[config.mk]
export PLATFORM = sky130hd
export DESIGN_NAME = timer_param_ctrl
export DESIGN_NICKNAME = d
export VERILOG_FILES = /design/src/rtl/timer_param_ctrl.sv
export SDC_FILE = /design/constraint.sdc
export NUM_CORES = 1
export LEC_CHECK = 0
export BUFFER_PORTS_ARGS = -buffer_cell sky130_fd_sc_hd__buf_2
export CAP_MARGIN = 20
export CELL_PAD_IN_SITES_DETAIL_PLACEMENT = 1
export CELL_PAD_IN_SITES_GLOBAL_PLACEMENT = 2
export CORE_UTILIZATION = 29
export CTS_BUF_LIST = sky130_fd_sc_hd__clkbuf_16
export DETAILED_ROUTE_END_ITERATION = 10
export PLACE_DENSITY_LB_ADDON = 0.12
export SKIP_CTS_REPAIR_TIMING = 1
export SLEW_MARGIN = 25
export SYNTH_ARGS = -nofsm -noshare
export SYNTH_HDL_FRONTEND = slang
export SYNTH_SLANG_ARGS = --single-unit
[constraint.sdc]
create_clock -name clock -period 2.8 [get_ports clock]
set_input_delay 0.14 -clock clock [delete_from_list [all_inputs] [get_ports clock]]
set_output_delay 0.14 -clock clock [all_outputs]
set_load 0.02 [all_outputs]
[src/rtl/timer_param_ctrl.sv]
// Countdown timer with four reprogrammable delay registers (seconds) and a
// free-running divider that produces the one-second tick.
//
// state   | meaning
// --------+------------------------------------------------------------
// IDLE    | waiting for start_timer
// LOAD    | one cycle: sample interval, load counter from delay register
// COUNT   | counting seconds down; seconds_left shows the counter
// EXPIRED | one cycle: expired pulse, then reload or return to IDLE
module timer_param_ctrl #(
    parameter int         CLKS_PER_SEC = 100000000,
    parameter logic [3:0] T_ARM        = 4'd6,
    parameter logic [3:0] T_DRIVER     = 4'd8,
    parameter logic [3:0] T_PASSENGER  = 4'd15,
    parameter logic [3:0] T_ALARM      = 4'd10
) (
    input  logic       clock,
    input  logic       reset,
    input  logic       start_timer,
    input  logic [1:0] interval,
    input  logic       reprogram,
    input  logic [1:0] time_param_sel,
    input  logic [3:0] time_value,
    output logic       one_hz_enable,
    output logic       expired,
    output logic [3:0] seconds_left,
    output logic [1:0] timer_state
);

    localparam int               DIV_W   = (CLKS_PER_SEC > 1) ? $clog2(CLKS_PER_SEC) : 1;
    localparam logic [DIV_W-1:0] DIV_MAX = DIV_W'(CLKS_PER_SEC - 1);

    typedef enum logic [1:0] {
        IDLE    = 2'b00,
        LOAD    = 2'b01,
        COUNT   = 2'b10,
        EXPIRED = 2'b11
    } state_t;

    state_t           state;
    logic [3:0]       counter;
    logic [DIV_W-1:0] divider;
    logic [3:0]       delay_reg [4];
    logic             tick;

    assign tick = (divider == DIV_MAX);

    // Outputs are plain decodes of registers, so reset clears them at once.
    assign one_hz_enable = tick;
    assign expired       = (state == EXPIRED);
    assign seconds_left  = (state == COUNT) ? counter : 4'd0;
    assign timer_state   = state;

    // Free-running second divider; restarted on the LOAD->COUNT edge so the
    // first counted second is a full period.
    always_ff @(posedge clock or negedge reset) begin
        if (!reset) begin
            divider <= '0;
        end else if (state == LOAD && !reprogram) begin
            divider <= '0;
        end else if (tick) begin
            divider <= '0;
        end else begin
            divider <= divider + DIV_W'(1);
        end
    end

    // Delay registers; new values are only picked up at the next LOAD.
    always_ff @(posedge clock or negedge reset) begin
        if (!reset) begin
            delay_reg[0] <= T_ARM;
            delay_reg[1] <= T_DRIVER;
            delay_reg[2] <= T_PASSENGER;
            delay_reg[3] <= T_ALARM;
        end else if (reprogram) begin
            delay_reg[time_param_sel] <= time_value;
        end
    end

    // Sequencing FSM and seconds counter; reprogram overrides every transition.
    always_ff @(posedge clock or negedge reset) begin
        if (!reset) begin
            state   <= IDLE;
            counter <= 4'd0;
        end else if (reprogram) begin
            state   <= IDLE;
            counter <= 4'd0;
        end else begin
            case (state)
                IDLE: begin
                    if (start_timer) state <= LOAD;
                end
                LOAD: begin
                    counter <= delay_reg[interval];
                    state   <= COUNT;
                end
                COUNT: begin
                    if (!start_timer) begin
                        state   <= IDLE;
                        counter <= 4'd0;
                    end else if (counter == 4'd0) begin
                        state <= EXPIRED;
                    end else if (tick) begin
                        counter <= counter - 4'd1;
                    end
                end
                EXPIRED: begin
                    state <= start_timer ? LOAD : IDLE;
                end
                default: begin
                    state   <= IDLE;
                    counter <= 4'd0;
                end
            endcase
        end
    end

endmodule

## Word-level counts from Yosys, hierarchy flattened

Index checks and enable logic that the tools add are counted.

| word-level totals | value |
|---|---|
| flip-flop bits (word level) | 49 |
| memory bits (read-only) | 0 |
| word-level logic and storage cells | 50 |
| RAM bits | 0 |
| memories kept | 0 |
| bits in latches | 0 |

| cells by class | value |
|---|---|
| bitwise logic cells | 2 |
| add/sub/neg operators | 2 |
| order comparisons | 3 |
| divide/modulo/power cells | 0 |
| mux-type cells | 20 |
| reduce and logical (&&, ||, !) cells | 8 |
| equality and inequality tests | 8 |
| multiply operators | 0 |
| shift-type cells | 0 |

Operators by type and width:

| kind | count |
|---|---|
| 27-bit two-way mux | 2 |
| 4-bit two-way mux | 8 |
| 27-bit by 1-bit adder with 27-bit output (second input constant) | 1 |
| 27-bit == test (second input constant) | 1 |
| 16-bit bitwise mux | 1 |
| 4-bit binary-select mux with 2-bit select | 1 |
| 4-bit demux with 2-bit select | 1 |
| 2-bit two-way mux | 4 |
| 4-bit != test (second input constant) | 2 |
| 2-bit case mux with 4 select lines | 1 |
| 4-bit case mux with 2 select lines | 1 |
| 3-bit >= comparator (second input constant) | 2 |
| 2-bit NOT with 3-bit output | 2 |
| 2-bit == test (second input constant) | 2 |
| 4-bit logical NOT | 1 |
| 4-bit by 3-bit != test with 1-bit output (second input constant) | 1 |
| 4-bit by 1-bit subtractor with 4-bit output (second input constant) | 1 |
| 3-bit by 1-bit less-than comparator with 1-bit output (second input constant) | 1 |
| 3-bit != test (second input constant) | 1 |
| 3-bit AND reduction | 1 |
| 3-bit nonzero test | 1 |
| 2-bit by 1-bit == test with 1-bit output (second input constant) | 1 |
| 1-bit logical AND | 2 |
| 2-bit logical NOT | 1 |
| 3 further kinds | 3 |

## Depth between registers and ports, before layout

| logic depth | value |
|---|---|
| depth after elaboration | 6 |
| gate-level depth with buffers | 7 |

## Least setup slack after synthesis

Ideal clock, no wire load.

| timing path | value |
|---|---|
| path type | register to register |
| from | register divider[11] |
| to | register divider[11] |
| stages on the path, launching flop included | 7 |
| slack | 949 ps |
| buffers on the path | 1 |
| arrival | 1732 ps |
| library setup time | 119 ps |
| clock period less this slack | 1851 ps |
| cells stage by stage | dfrtp_1 > or4b_4 > nor4_4 > nand3_4 > o21ai_4 > buf_6 > nor2_1 |

| between the ends | value |
|---|---|
| word-level cells in the longest chain between the ends | 3 |
| elaborated cells between the ends (all ways) | 4 |

RTL lines:

| element | line | RTL |
|---|---|---|
| from (decl) | 42 | `logic [DIV_W-1:0] divider;` |
| from (signal assigned) | 64 | `divider <= divider + DIV_W'(1);` |
| 27-bit by 1-bit adder with 27-bit output / 27-bit == test (equally long branches) | 64, 46 |  |
| 27-bit two-way mux (*) | 61 | `end else if (tick) begin` |
| 27-bit two-way mux (*) | 59 | `end else if (state == LOAD && !reprogram) begin` |

Every way passes the cells marked *; elsewhere a longest branch is shown, timed or not.
A chain may end at the register's enable or synchronous reset.

## Worst setup path after layout

| timing path | value |
|---|---|
| from | register divider[9] |
| to | output port one_hz_enable |

| between the ends | value |
|---|---|
| word-level cells in the longest chain between the ends | 1 |

RTL lines:

| element | line | RTL |
|---|---|---|
| 27-bit == test | 46 | `assign tick = (divider == DIV_MAX);` |
| to (decl) | 24 | `output logic one_hz_enable,` |

No other way between the ends.

==> metrics.md <==
| Metric | Value |
|---|---|
| Die height | `96.19 um` |
| Synth Area in Compound Gates | `5.545%` |
| N_diodes | `0` |
| Cell variety after synth | `41` |
| Critical Path AT | `around 2.1 ns` |
| CTS HTree Levels | `2` |
| Register area share after synthesis | `48.10%` |
| Core box area | `between 8000 and 9000 sq um` |
| Placed Cells | `360` |
| Worst slew margin | `a little under half` |
| Die ar. | `roughly 9000 sq um` |
| Initial antenna violation count | `0` |
| Wire per inst | `15.81 um` |
| Largest net degree at the start of global routing | `46` |
| Max Clock Skew | `0.006753 ns` |
| Area grow syn2layout | `15.22%` |
| Syn Area/Cell | `approximately 11 sq um` |
| GRT Overall Usage | `14.28%` |
| Post-synthesis net count | `between 200 and 300` |
| Period utilization | `between 70 and 80%` |
| Reg2reg path depth | `5` |
| DRT antenna net count | `0` |
| Fin Hold WS | `0.1280 ns` |
| Initial DRC count | `98` |
| Crit path depth | `5` |
| Clk sinks | `49` |
| Status | `complete, no violations` |
| Yosys warns | `0` |
| Leakage | `between 1 and 1.5 nW` |
| XOR/XNOR Fraction of Synth Area | `8.512%` |
| Nature of the critical path endpoint | `primary output` |
| Count of boundary I/O pins | `20` |
| Unrepaired setup endpoints after global routing | `false` |
| Slew Limit Fails | `0` |
| Setup TNS | `0 ns` |
| Total gr overflow | `0` |
| CP delay by family, top | `simple AND/OR/NAND/NOR gates` |
| CTS tree | `yes` |
| Pre-antenna DRT Iters | `4` |
| Core Util, Final | `35.36%` |
| Tightest Pin Transition | `slightly above 0.8 ns` |
| Most frequent cells in the layout | `dfrtp_1 (40), nor2_1 (33), buf_2 (18)` |
| Min-delay src | `time_value[3]` |
| Number of synthesized register bits | `49` |
| Gpl congestion | `approximately 0.73` |
| Final hold violations | `0` |
| Hold depth | `2` |
| Area share of fa/ha/maj cells after synthesis | `1.459%` |
| Worst skew pair latency | `between 0.2 and 0.3 ns` |
| Vias per Instance | `between 4 and 5` |
| Synthesized cell area | `2572 sq um` |
| MaxCap Viol Count | `0` |
| Max reg flops | `27` |
| Crit path launch | `divider[9]` |
| Proportion of synthesized area in mux cells | `about a tenth` |
| Largest family of logic cells by synthesized area | `simple AND/OR/NAND/NOR gates` |
| Buffers & Inverters on Critical Path | `2` |
| Most common cell after layout, fill and taps aside | `dfrtp_1` |
| Largest fanout on the critical path | `6` |
| Vias | `approximately 1800` |
| Worst Hold Class | `in2reg` |
| RR Startpoint | `divider[9]` |
| Setup CP Type | `reg2out` |
| Fraction of layout instances using a drive strength above 1 | `26.52%` |
| Synthesized instance count | `239` |
| Data required, critical path | `2.66 ns` |
| Power density cells | `631.9 nW/um^2` |
| Simple-gate area share of the yosys netlist | `23.78%` |
| First-pass GRT wire length | `9763 um` |
| Worst IR Drop VDD | `0.0002607 V` |
| Buffer levels on the longest clock path | `2` |
| Row count | `33` |
| Power Total | `about 1.9 mW` |
| Post-route minimum period | `between 2 and 2.5 ns` |
| Fmax | `about 0.45 GHz` |
| Drc violations | `0` |
| Root Driver | `clkbuf_16` |
| Final WL | `between 5000 and 6000 um` |
| Slowest stage delay, CP | `0.57 ns` |
| Clk slew on worst S/H paths | `0.07 ns` |
| Final layout net count | `roughly 280` |
| Finished Layout Cells | `369` |
| Die W | `96.19 um` |
| Startpoint types | `register` |
| Slowest CP cell | `or4_1` |
| Crit-path cells | `or4_1, nor4_4, nand3_4, clkinv_2, buf_2` |
| Inserted Clock Buffers | `5` |
| Vias in the first global route | `~1900` |
| Fillers | `945` |
| # port buffers | `19` |
| Setup-failing EPs final | `0` |
| Detailed Place HPWL | `approximately 4000 um` |
| Initial core utilization | `a little under a third` |
cell families (layout without fill, tap and decap cells):
family                     Yosys count  count (layout)
muxes                               20              20
and+or+nand+nor                    108             108
buffers and inverters               10              35
adders and majority gates            3               3
AOI/OAI and AO/OA                   24              24
DFF                                 49              49
xor gates and xnor gates            25              25
synth_stat cells:
cell type,number,share of area (%)
a2111o_1,1,0.44
a21oi_1,4,0.78
a31oi_1,4,0.97
and2_1,4,0.97
and3_1,4,0.97
and3_2,1,0.29
and4_1,2,0.68
buf_6,2,0.88
clkbuf_1,3,0.44
clkinv_2,1,0.19
dfrtp_1,40,39
dfstp_2,9,9.2
ha_1,3,1.5
inv_1,4,0.58
mux2_2,16,7.0
mux4_2,4,3.5
nand2_1,12,1.8
nand2b_1,2,0.49
nand3_1,13,2.5
nand3_4,1,0.68
nand3b_1,4,1.2
nand4_1,10,2.4
nor2_1,33,4.8
nor2_2,3,0.73
nor2b_1,1,0.24
nor3_1,4,0.78
nor3_2,1,0.39
nor3b_1,3,0.88
nor4_2,1,0.49
nor4_4,1,0.83
nor4bb_1,2,0.78
o21ai_0,10,1.9
o21ai_1,4,0.78
o21ai_4,1,0.63
or2_2,1,0.24
or2b_1,1,0.29
or3_1,1,0.24
or4_1,2,0.58
or4b_4,1,0.53
xnor2_1,12,4.1
xor2_1,13,4.4
worst reg2reg max path, delay by kind of cell, from the launching register on:
family / cells / cell delay, ns
flops: 1 / 0.46
simple gates: 4 / 1.18
compound gates: 1 / 0.30
path summary, 6_finish.rpt:
path                                  to  slack, ns
max                        one_hz_enable       0.57
min                        delay_reg[15]       0.13
max reg2reg                  divider[15]       0.71
min reg2reg                 delay_reg[2]       0.51
max in group asynchronous   delay_reg[1]       1.79
min in group asynchronous    divider[11]       0.41
cell type report:
type                    instances  area [sq um]  area share (%)
repair buffers                 22         122.6           4.137
clock inverters                 3         46.29           1.562
flip-flops and latches         49          1237           41.75
well taps                     105         131.4           4.432
inverters                       5         20.02          0.6754
clock buffers                   5         125.1           4.221
multi-input cells             180          1281           43.23
stage by stage:
stage	instance area, sq um	worst slack [ns]
global route	2964	0.4597
CTS	2954	0.5452
detailed placement	2783	0.6809
global placement	2780	0.6873
finish	2964	0.5712
floorplan	2572	0.9494
power by group:
| part | switching [mW] | internal [mW] | leakage, nW |
|---|---|---|---|
| Sequential | 0.0813 | 0.815 | 0.627 |
| Clock | 0.277 | 0.423 | 0.0800 |
| Combinational | 0.139 | 0.137 | 0.534 |
| Total | 0.498 | 1.38 | 1.24 |
metal layers:
metal / routed length (um) / vias to the layer above / global-route usage, % / part of all wire (%)
met5: 0 / - / 0 / 0
met4: 75 / 0 / 4.851 / 1.3
met3: 107 / 4 / 2.844 / 1.8
met2: 2738 / 15 / 23.05 / 47
met1: 2914 / 928 / 18.99 / 50
li1: - / 891 / - / -
(Power assumes the default switching activity.)
